## config.mk

```make
export PLATFORM = sky130hd
export DESIGN_NAME = mr16_host_mailbox
export DESIGN_NICKNAME = d
export VERILOG_FILES = /design/src/rtl/mr16_mbox_pkg.sv /design/src/rtl/mr16_mbox_fifo.sv /design/src/rtl/mr16_host_mailbox.sv
export SDC_FILE = /design/constraint.sdc
export NUM_CORES = 1
export LEC_CHECK = 0
export BUFFER_PORTS_ARGS = -buffer_cell sky130_fd_sc_hd__buf_2
export CORE_ASPECT_RATIO = 0.5
export CORE_MARGIN = 2
export CORE_UTILIZATION = 50
export DETAILED_ROUTE_END_ITERATION = 10
export PLACE_DENSITY_LB_ADDON = 0.1
export SLEW_MARGIN = 30
export SYNTH_ARGS = -nofsm -noshare
export SYNTH_HDL_FRONTEND = slang
export SYNTH_SLANG_ARGS = --single-unit
```

## constraint.sdc

```tcl
create_clock -name I_CLK -period 4.08 [get_ports I_CLK]
set_clock_uncertainty 0.15 [all_clocks]
set_input_delay 0 -clock I_CLK [delete_from_list [all_inputs] [get_ports I_CLK]]
set_output_delay 0 -clock I_CLK [all_outputs]
set_load 0.01 [all_outputs]
```

## src/rtl/mr16_mbox_pkg.sv

```systemverilog
// mr16 host mailbox shared definitions.
// Register map, status/control bit indices, P0 layout and TX toggle bit.
package mr16_mbox_pkg;

  localparam logic REG_DATA = 1'b0;
  localparam logic REG_STAT = 1'b1;

  localparam int ST_FULL  = 0;
  localparam int ST_EMPTY = 1;
  localparam int ST_RXV   = 2;
  localparam int ST_OVR   = 3;
  localparam int ST_IEN   = 7;

  localparam int CT_FLUSH   = 0;
  localparam int CT_OVR_CLR = 1;
  localparam int CT_IEN     = 7;

  localparam int P0_VALID = 15;
  localparam int P0_BUSY  = 14;
  localparam int TX_TOG   = 15;

  function automatic logic [15:0] p0_word(
    input logic       valid,
    input logic       busy,
    input logic [7:0] data
  );
    logic [15:0] w;
    w           = '0;
    w[P0_VALID] = valid;
    w[P0_BUSY]  = busy;
    w[7:0]      = data;
    return w;
  endfunction

endpackage

```

## src/rtl/mr16_mbox_fifo.sv

```systemverilog
// Synchronous DEPTH x 8 FIFO for host-to-MCU bytes.
// Ports: I_PUSH/I_DIN, I_POP, I_FLUSH in; O_HEAD, O_FULL, O_EMPTY, O_COUNT out.
module mr16_mbox_fifo #(
  parameter int DEPTH = 8,
  parameter int AW    = 3
) (
  input  logic          I_CLK,
  input  logic          I_RESET_N,
  input  logic          I_PUSH,
  input  logic          I_POP,
  input  logic          I_FLUSH,
  input  logic [7:0]    I_DIN,
  output logic [7:0]    O_HEAD,
  output logic          O_FULL,
  output logic          O_EMPTY,
  output logic [AW:0]   O_COUNT
);

  localparam logic [AW:0] FULL_CNT = (AW+1)'(DEPTH);

  logic [7:0]    mem [DEPTH];
  logic [AW-1:0] wr_ptr;
  logic [AW-1:0] rd_ptr;
  logic [AW:0]   count;
  logic          do_pop;
  logic          do_push;

  assign O_EMPTY = (count == '0);
  assign O_FULL  = (count == FULL_CNT);
  assign O_COUNT = count;
  assign O_HEAD  = mem[rd_ptr];

  // A pop frees the slot, so a push into a full FIFO succeeds alongside it.
  assign do_pop  = I_POP & ~O_EMPTY & ~I_FLUSH;
  assign do_push = I_PUSH & ~I_FLUSH & (~O_FULL | do_pop);

  always_ff @(posedge I_CLK) begin
    if (!I_RESET_N) begin
      wr_ptr <= '0;
      rd_ptr <= '0;
      count  <= '0;
    end else if (I_FLUSH) begin
      wr_ptr <= '0;
      rd_ptr <= '0;
      count  <= '0;
    end else begin
      if (do_push) wr_ptr <= wr_ptr + 1'b1;
      if (do_pop)  rd_ptr <= rd_ptr + 1'b1;
      count <= count + (AW+1)'(do_push) - (AW+1)'(do_pop);
    end
  end

  always_ff @(posedge I_CLK) begin
    if (do_push) mem[wr_ptr] <= I_DIN;
  end

endmodule

```

## src/rtl/mr16_host_mailbox.sv

```systemverilog
// Z80 host-side mailbox to the mr16 sub-CPU: byte FIFO in, toggle-flagged byte out.
// Ports: host bus I_CS/I_RD/I_WR/I_A/I_D/O_D/O_HOST_INT; mr16 side O_MCU_P0, I_MCU_POP, I_MCU_TX, O_MCU_INT, I_MCU_ACK.
module mr16_host_mailbox
  import mr16_mbox_pkg::*;
#(
  parameter int DEPTH = 8,
  parameter int AW    = 3
) (
  input  logic        I_CLK,
  input  logic        I_RESET_N,
  input  logic        I_CS,
  input  logic        I_RD,
  input  logic        I_WR,
  input  logic        I_A,
  input  logic [7:0]  I_D,
  output logic [7:0]  O_D,
  output logic        O_HOST_INT,
  output logic [15:0] O_MCU_P0,
  input  logic        I_MCU_POP,
  input  logic [15:0] I_MCU_TX,
  output logic        O_MCU_INT,
  input  logic        I_MCU_ACK
);

  localparam logic [AW:0] FULL_CNT = (AW+1)'(DEPTH);

  logic        host_wr;
  logic        host_push;
  logic        ctrl_wr;
  logic        flush;
  logic        ovr_clr;
  logic        rd_data;
  logic        rd_r;
  logic        rd_clr;
  logic        pop_r;
  logic        pop_edge;
  logic        pop_ok;
  logic        push_ok;
  logic        tx_tog_r;
  logic        tx_new;
  logic        rx_accept;
  logic        rx_valid;
  logic [7:0]  rx_data;
  logic        overrun;
  logic        ien;
  logic        irq_pend;
  logic [7:0]  head;
  logic        full;
  logic        empty;
  logic [AW:0] count;
  logic [7:0]  stat;
  logic [15:0] p0_r;
  logic        host_int_r;

  assign host_wr   = I_CS & I_WR;
  assign host_push = host_wr & (I_A == REG_DATA);
  assign ctrl_wr   = host_wr & (I_A == REG_STAT);
  assign flush     = ctrl_wr & I_D[CT_FLUSH];
  assign ovr_clr   = ctrl_wr & I_D[CT_OVR_CLR];

  // Only the first cycle of a data-register read clears rx_valid.
  assign rd_data = I_CS & I_RD & (I_A == REG_DATA);
  assign rd_clr  = rd_data & ~rd_r;

  // mr16 read strobe may be held; pop on its leading edge only.
  assign pop_edge = I_MCU_POP & ~pop_r;
  assign pop_ok   = pop_edge & ~empty & ~flush;
  assign push_ok  = host_push & ~flush & ((count != FULL_CNT) | pop_ok);

  // A byte arriving as the host drains the previous one is taken.
  assign tx_new    = I_MCU_TX[TX_TOG] ^ tx_tog_r;
  assign rx_accept = tx_new & (~rx_valid | rd_clr);

  mr16_mbox_fifo #(
    .DEPTH (DEPTH),
    .AW    (AW)
  ) u_fifo (
    .I_CLK     (I_CLK),
    .I_RESET_N (I_RESET_N),
    .I_PUSH    (host_push),
    .I_POP     (pop_edge),
    .I_FLUSH   (flush),
    .I_DIN     (I_D),
    .O_HEAD    (head),
    .O_FULL    (full),
    .O_EMPTY   (empty),
    .O_COUNT   (count)
  );

  always_ff @(posedge I_CLK) begin
    if (!I_RESET_N) begin
      rd_r       <= 1'b0;
      pop_r      <= 1'b0;
      tx_tog_r   <= 1'b0;
      rx_valid   <= 1'b0;
      rx_data    <= 8'h00;
      overrun    <= 1'b0;
      ien        <= 1'b0;
      irq_pend   <= 1'b0;
      p0_r       <= 16'h0000;
      host_int_r <= 1'b0;
    end else begin
      rd_r     <= rd_data;
      pop_r    <= I_MCU_POP;
      tx_tog_r <= I_MCU_TX[TX_TOG];

      if (rx_accept) begin
        rx_data  <= I_MCU_TX[7:0];
        rx_valid <= 1'b1;
      end else if (rd_clr) begin
        rx_valid <= 1'b0;
      end

      if (tx_new & ~rx_accept) overrun <= 1'b1;
      else if (ovr_clr)        overrun <= 1'b0;

      if (ctrl_wr) ien <= I_D[CT_IEN];

      if (push_ok)        irq_pend <= 1'b1;
      else if (I_MCU_ACK) irq_pend <= 1'b0;

      p0_r       <= p0_word(~empty, rx_valid, empty ? 8'h00 : head);
      host_int_r <= ien & rx_valid;
    end
  end

  always_comb begin
    stat           = '0;
    stat[ST_IEN]   = ien;
    stat[ST_OVR]   = overrun;
    stat[ST_RXV]   = rx_valid;
    stat[ST_EMPTY] = empty;
    stat[ST_FULL]  = full;
  end

  always_comb begin
    O_D = 8'h00;
    if (I_CS & I_RD) O_D = (I_A == REG_STAT) ? stat : rx_data;
  end

  assign O_MCU_P0   = p0_r;
  assign O_HOST_INT = host_int_r;
  assign O_MCU_INT  = irq_pend;

endmodule
```

==> out/qor.yml, run 1 <==
synth:
  yosysSeqAreaShare_pct: 64.27
  yosys.area_share.adder_pct: 2.921
  ys.flop_type: "edfxtp_1"
  async_reset_ff_share_pct: 0
  syn-instance-count: 285
  synthDistinctLibCells: 43
  synth-xor-area-share_pct: 0.4260
  synthSimpleGateAreaFrac_pct: 10.50
  yosysTopAreaCell: "edfxtp_1"
  synthMuxAreaShare_pct: 13.15
  synth_edf_count: 64
  synth_area_um2: 4111
  syn_area_per_cell_um2: 14.43
  synth_compound_area_share_pct: 3.682
  synth_top_area_share_pct: 46.74
  synth-seq-cells: 100
  synth_top_family_by_area: "multiplexers"
  synth_area_leaders: "edfxtp_1 47%, dfxtp_1 18%, mux4_2 8.8%, mux2i_1 4.4%, ha_1 2.4%"
  synth_warnings: 0
floorplan:
  placement_rows: 23
  initial_utilization_pct: 51.39
  dieHeight_um: 68.12
  die_w_um: 132.2
  fp.coreArea_um2: 8000
  dieArea_um2: 9008
  ios: 58
worst_hold_path:
  min_to: "O_MCU_INT$_SDFFE_PN0P_"
  holdCritStartpoint: "I_RESET_N"
  min_path_type: "input port to register"
  hold_depth: 2
routing:
  wirelength_um: 7569
  vias_per_cell: 5.218
  first_pass_iters: 4
  avgRoutedWirePerCell_um: 16.04
  drtIter0Drc: 160
  num_vias: 2463
  ant_nets: 0
  route.detailed.drc: 0
status:
  status: "complete, no violations"
worst_setup_path:
  r2r-start: "u_fifo.O_COUNT[2]$_SDFF_PP0_"
  crit_type: "register to register"
  cp_cell_sequence: "inv_1, ha_1, or3b_4, a211oi_2, and4b_1"
  worstPathMaxFanout: 12
  arrival_ps: 2650
  critical_path.top_delay_family: "simple AND/OR/NAND/NOR gates"
  startpoint_type: "register"
  required_ps: 3910
  worstSetupEndpointType: "register"
  slowest_stage: "a211oi_2"
  r2r_end: "u_fifo.mem[3][6]$_DFFE_PP_"
  reg2reg_slack_ps: 1260
  slowest_delay_ps: 670
  r2r_cells: 5
  path_buf_inv: 1
cells_and_area:
  fin_util_pct: 61.90
  layout.cells.non_filler: 472
  drive_gt1_share_pct: 22.78
  nNetsFinal: 396
  fin_area_um2: 4952
  nFillCells: 643
  syn2layout_area_growth_pct: 20.45
  diodes: 0
cts:
  clk_path_buf_depth: 2
  clk_latency_ps: 340
  clock_sinks: 100
  numCtsBuffers: 9
  htree_levels: 3
  clk_pin_slew_ps: 70
  cts_resized: 0
  cts_tree: "built"
  cts-root-buf: "clkbuf_16"
global_routing:
  grt_use_total_pct: 17.95
  grt_max_degree: 39
  grt_pass1_wl_um: 11520
  grt_pass1_vias: 2305
  antenna_found_initial: 0
  grt-ovfl-total: 0
timing:
  finalHoldViolations: 0
  rsz0062_at_grt: "false"
  fmax_mhz: 354.7
  fin_crit_ps: 2819
  finalCritPeriodShare_pct: 69.10
  slew_headroom_pct: 37.06
  drv_slew: 0
  setup_viol: 0
  worst_pin_slew_ps: 942.9
  finalSetupTns_ps: 0
place:
  gp_congestion: 0.7998
  dpl.hpwl_um: 4824
  io_buffer_count: 44
  dp.cells: 431
  placed_cell_area_um2: 4403
power:
  ir_drop_v: 0.0002636
  p_leak_nw: 1.919
  power_density_nw_per_um2: 502.5
flow_run:
  max_cap_violations: 0
-- cell type report --
class / instances / area, µm² / share of cell area, %
clock inverter: 6 / 70.07 / 1.415
inverter: 25 / 93.84 / 1.895
multi-input combinational: 147 / 1284 / 25.92
tap: 112 / 140.1 / 2.830
timing repair buffer: 72 / 493.0 / 9.955
clock buffer: 10 / 229.0 / 4.624
sequential: 100 / 2643 / 53.36
-- power by group --
| group | internal, mW | switching [mW] | leakage, nW |
|---|---|---|---|
| Sequential | 1.14 | 0.0416 | 0.872 |
| Clock | 0.483 | 0.366 | 0.148 |
| Combinational | 0.224 | 0.233 | 0.899 |
| Total | 1.85 | 0.641 | 1.92 |
-- cell usage after synthesis (all sizes together), types with 8 or more instances --
master and instances:
edfxtp 64, dfxtp 36, inv 25, nand2 19, mux2i 18, mux4 16, buf 13, nor2 9
and2 8, ha 8, nand3 8, o22ai 8
-- state kept, by name, summed over array words and instances (netlist names) --
| register | count |
|---|---|
| O_HOST_INT | 1 |
| O_MCU_INT | 1 |
| O_MCU_P0 | 10 |
| ien | 1 |
| overrun | 1 |
| pop_r | 1 |
| rd_r | 1 |
| rx_data | 8 |
| rx_valid | 1 |
| tx_tog_r | 1 |
| u_fifo.O_COUNT | 4 |
| u_fifo.mem | 64 |
| u_fifo.rd_ptr | 3 |
| u_fifo.wr_ptr | 3 |
-- per-stage QoR --
stage	worst slack [ps]	total power [mW]	hold slack, ps
5_1_grt	1113	2.610	59.37
2_1_floorplan	1441	1.526	-51.13
3_3_place_gp	1348	1.630	81.99
6_report	1261	2.488	47.55
3_5_place_dp	1239	1.655	86.36
4_1_cts	1254	2.519	37.24
-- cells in the final DEF (no fill, tap or decap), types with 2 or more instances in the layout --
cell / n
and2_1: 8
inv_1: 25
ha_1: 8
nand3b_1: 4
inv_6: 4
and4b_1: 3
dlygate4sd3_1: 25
nand3_1: 8
buf_4: 3
nor2_1: 9
mux2i_1: 18
xor2_1: 2
mux4_2: 16
nor3b_1: 2
and3_1: 4
conb_1: 6
dfxtp_1: 36
clkbuf_16: 9
nor2b_1: 5
o21ai_0: 2
nand2_1: 19
o22ai_1: 8
nand4_1: 2
a21oi_1: 5
buf_2: 44
edfxtp_1: 64
-- cell families after synthesis --
family,Yosys count
compound gates,22
xor+xnor,2
fa+ha+maj,9
buf+inv,43
flops,100
mux,34
other cells,1
simple gates,74
-- worst max path at each step --
stage | to | cells past startpoint | startpoint | slack, ps
final | u_fifo.mem[3][6]$_DFFE_PP_ | 5 | u_fifo.O_COUNT[2]$_SDFF_PP0_ | 1260
after global routing | u_fifo.O_COUNT[2]$_SDFF_PP0_ | 9 | u_fifo.O_COUNT[2]$_SDFF_PP0_ | 1110
after CTS | u_fifo.mem[1][3]$_DFFE_PP_ | 5 | u_fifo.O_COUNT[2]$_SDFF_PP0_ | 1250
after detailed placement | u_fifo.mem[1][5]$_DFFE_PP_ | 5 | u_fifo.O_COUNT[2]$_SDFF_PP0_ | 1240
after global placement | u_fifo.O_COUNT[2]$_SDFF_PP0_ | 9 | u_fifo.O_COUNT[2]$_SDFF_PP0_ | 1350
after floorplan | u_fifo.mem[2][0]$_DFFE_PP_ | 5 | u_fifo.O_COUNT[2]$_SDFF_PP0_ | 1440
-- metal layers --
metal  vias to the layer above  part of all wire [%]  wire length, µm  global-route usage, %
met3                         8                   6.4              485                  6.000
met1                      1212                    46             3453                  21.54
li1                       1173                     -                -                      -
met5                         -                     0                0                      0
met2                        70                    47             3543                  31.51
met4                         0                   1.1               87                  6.048
-- repair_timing --
action | in CTS | in global routing
buffers inserted | 0 | 0
hold buffers | 25 | 0
endpoints found under the hold margin | 80 | 0
(Power assumes the default switching activity.)
==> run 2: changes to the inputs <==
==> constraint.sdc (replaced) <==
create_clock -name I_CLK -period 2.7 [get_ports I_CLK]
set_clock_uncertainty 0.15 [all_clocks]
set_input_delay 0 -clock I_CLK [delete_from_list [all_inputs] [get_ports I_CLK]]
set_output_delay 0 -clock I_CLK [all_outputs]
set_load 0.01 [all_outputs]
==> out/qor.yml, run 2 (synthesis gave the netlist of run 1 again) <==
status:
  status: "complete, no violations"
routing:
  route.detailed.drc: 0
  vias_per_cell: 5.160
  first_pass_iters: 4
  avgRoutedWirePerCell_um: 16.40
  drtIter0Drc: 111
  wirelength_um: 7971
  num_vias: 2508
  ant_nets: 0
cells_and_area:
  drive_gt1_share_pct: 26.47
  fin_util_pct: 63.48
  largest_reg_flops: 64
  nNetsFinal: 410
  syn2layout_area_growth_pct: 23.52
  final_common_cell: "edfxtp_1"
  most-common-layout-cells: "64 x edfxtp_1, 44 x buf_2, 36 x dfxtp_1"
  regMostFlops: "u_fifo.mem"
  diodes: 0
worst_setup_path:
  required_ps: 2790
  arrival_ps: 2670
  startpoint_type: "register"
  crit_type: "register to register"
  r2r-start: "u_fifo.O_COUNT[2]$_SDFF_PP0_"
  worstSetupEndpointType: "register"
  worstPathMaxFanout: 3
  critPathLaunch: "u_fifo.O_COUNT[2]$_SDFF_PP0_"
timing:
  rsz0062_at_grt: "false"
  setup_viol: 0
  fmax_mhz: 386.7
  slew_headroom_pct: 54.17
  finalCritPeriodShare_pct: 95.79
  finalHoldViolations: 0
  finalSetupTns_ps: 0
  fin_crit_ps: 2586
  drv_slew: 0
  worst_pin_slew_ps: 685.9
floorplan:
  dieHeight_um: 68.12
  die_w_um: 132.2
  fp.coreArea_um2: 8000
  ios: 58
  placement_rows: 23
  dieArea_um2: 9008
  initial_utilization_pct: 51.39
place:
  dpl.hpwl_um: 5141
  gp_congestion: 0.7230
  io_buffer_count: 44
global_routing:
  grt_use_total_pct: 19.15
  grt-ovfl-total: 0
  grt_pass1_wl_um: 12490
  antenna_found_initial: 0
  grt_max_degree: 37
  grt_pass1_vias: 2448
flow_run:
  max_cap_violations: 0
cts:
  cts_tree: "built"
  htree_levels: 3
  cts-root-buf: "clkbuf_16"
  numCtsBuffers: 9
  clock_sinks: 100
  postCtsSetupRepairBufs: 0
  clk_pin_slew_ps: 70
  clk_latency_ps: 340
  clk_path_buf_depth: 2
power:
  ir_drop_v: 0.0003511
  power_density_nw_per_um2: 758.4
  p_leak_nw: 2.000
worst_hold_path:
  holdCritStartpoint: "I_RESET_N"
  min_path_type: "input port to register"
## run 2: worst max-delay path, stage by stage (launching register included)
cell	delay [ps]
dfxtp_1	310
inv_2	70
ha_2	180
or3b_2	460
and3_1	180
ha_1	290
inv_1	70
ha_1	150
inv_1	50
fa_1	370
xor2_1	140
nor2_1	60
## run 2: final timing paths
| check | slack [ps] | endpoint | cells past startpoint |
|---|---|---|---|
| max | 110 | u_fifo.O_COUNT[2]$_SDFF_PP0_ | 11 |
| min | 60 | O_MCU_INT$_SDFFE_PN0P_ | 3 |
| max reg2reg | 110 | u_fifo.O_COUNT[2]$_SDFF_PP0_ | 11 |
| min reg2reg | 310 | rx_data[0]$_SDFFE_PN0P_ | 2 |
## run 2: what timing repair did
item / in CTS / in global routing
endpoints found under the setup margin: 0 / 1
hold buffers: 25 / 0
resized for setup: 0 / 2
endpoints found under the hold margin: 80 / 0
## run 2: area by class of cell
class / count / area (µm²)
sequential: 100 / 2643
fill: 634 / 2922
clock buffer: 10 / 239.0
inverter: 25 / 93.84
tap: 112 / 140.1
multi-input combinational: 147 / 1286
clock inverter: 6 / 78.83
timing repair buffer: 86 / 598.1
## run 2: layer usage
| metal | wire length (µm) | share of wire, % | up-vias | GRT usage [%] |
|---|---|---|---|---|
| met4 | 73 | 0.92 | 0 | 5.511 |
| li1 | - | - | 1206 | - |
| met5 | 0 | 0 | - | 0 |
| met2 | 3802 | 48 | 63 | 33.20 |
| met3 | 350 | 4.4 | 11 | 6.148 |
| met1 | 3744 | 47 | 1228 | 23.78 |
## run 2: report_power, final
group	internal, mW	switching, mW	leakage [nW]
Sequential	1.72	0.0503	0.872
Clock	0.763	0.584	0.157
Combinational	0.360	0.372	0.971
## run 2: through the flow
stage,power [mW],cells,instance area (µm²),worst slack [ps],hold WS [ps]
floorplan,2.306,290,4130,60.71,-51.13
finish,3.852,486,5079,113.8,63.76
detailed placement,2.518,445,4508,108.0,86.94
global placement,2.488,445,4508,166.3,81.89
CTS,3.885,486,5076,77.70,54.68
global route,4.040,486,5079,11.54,73.63
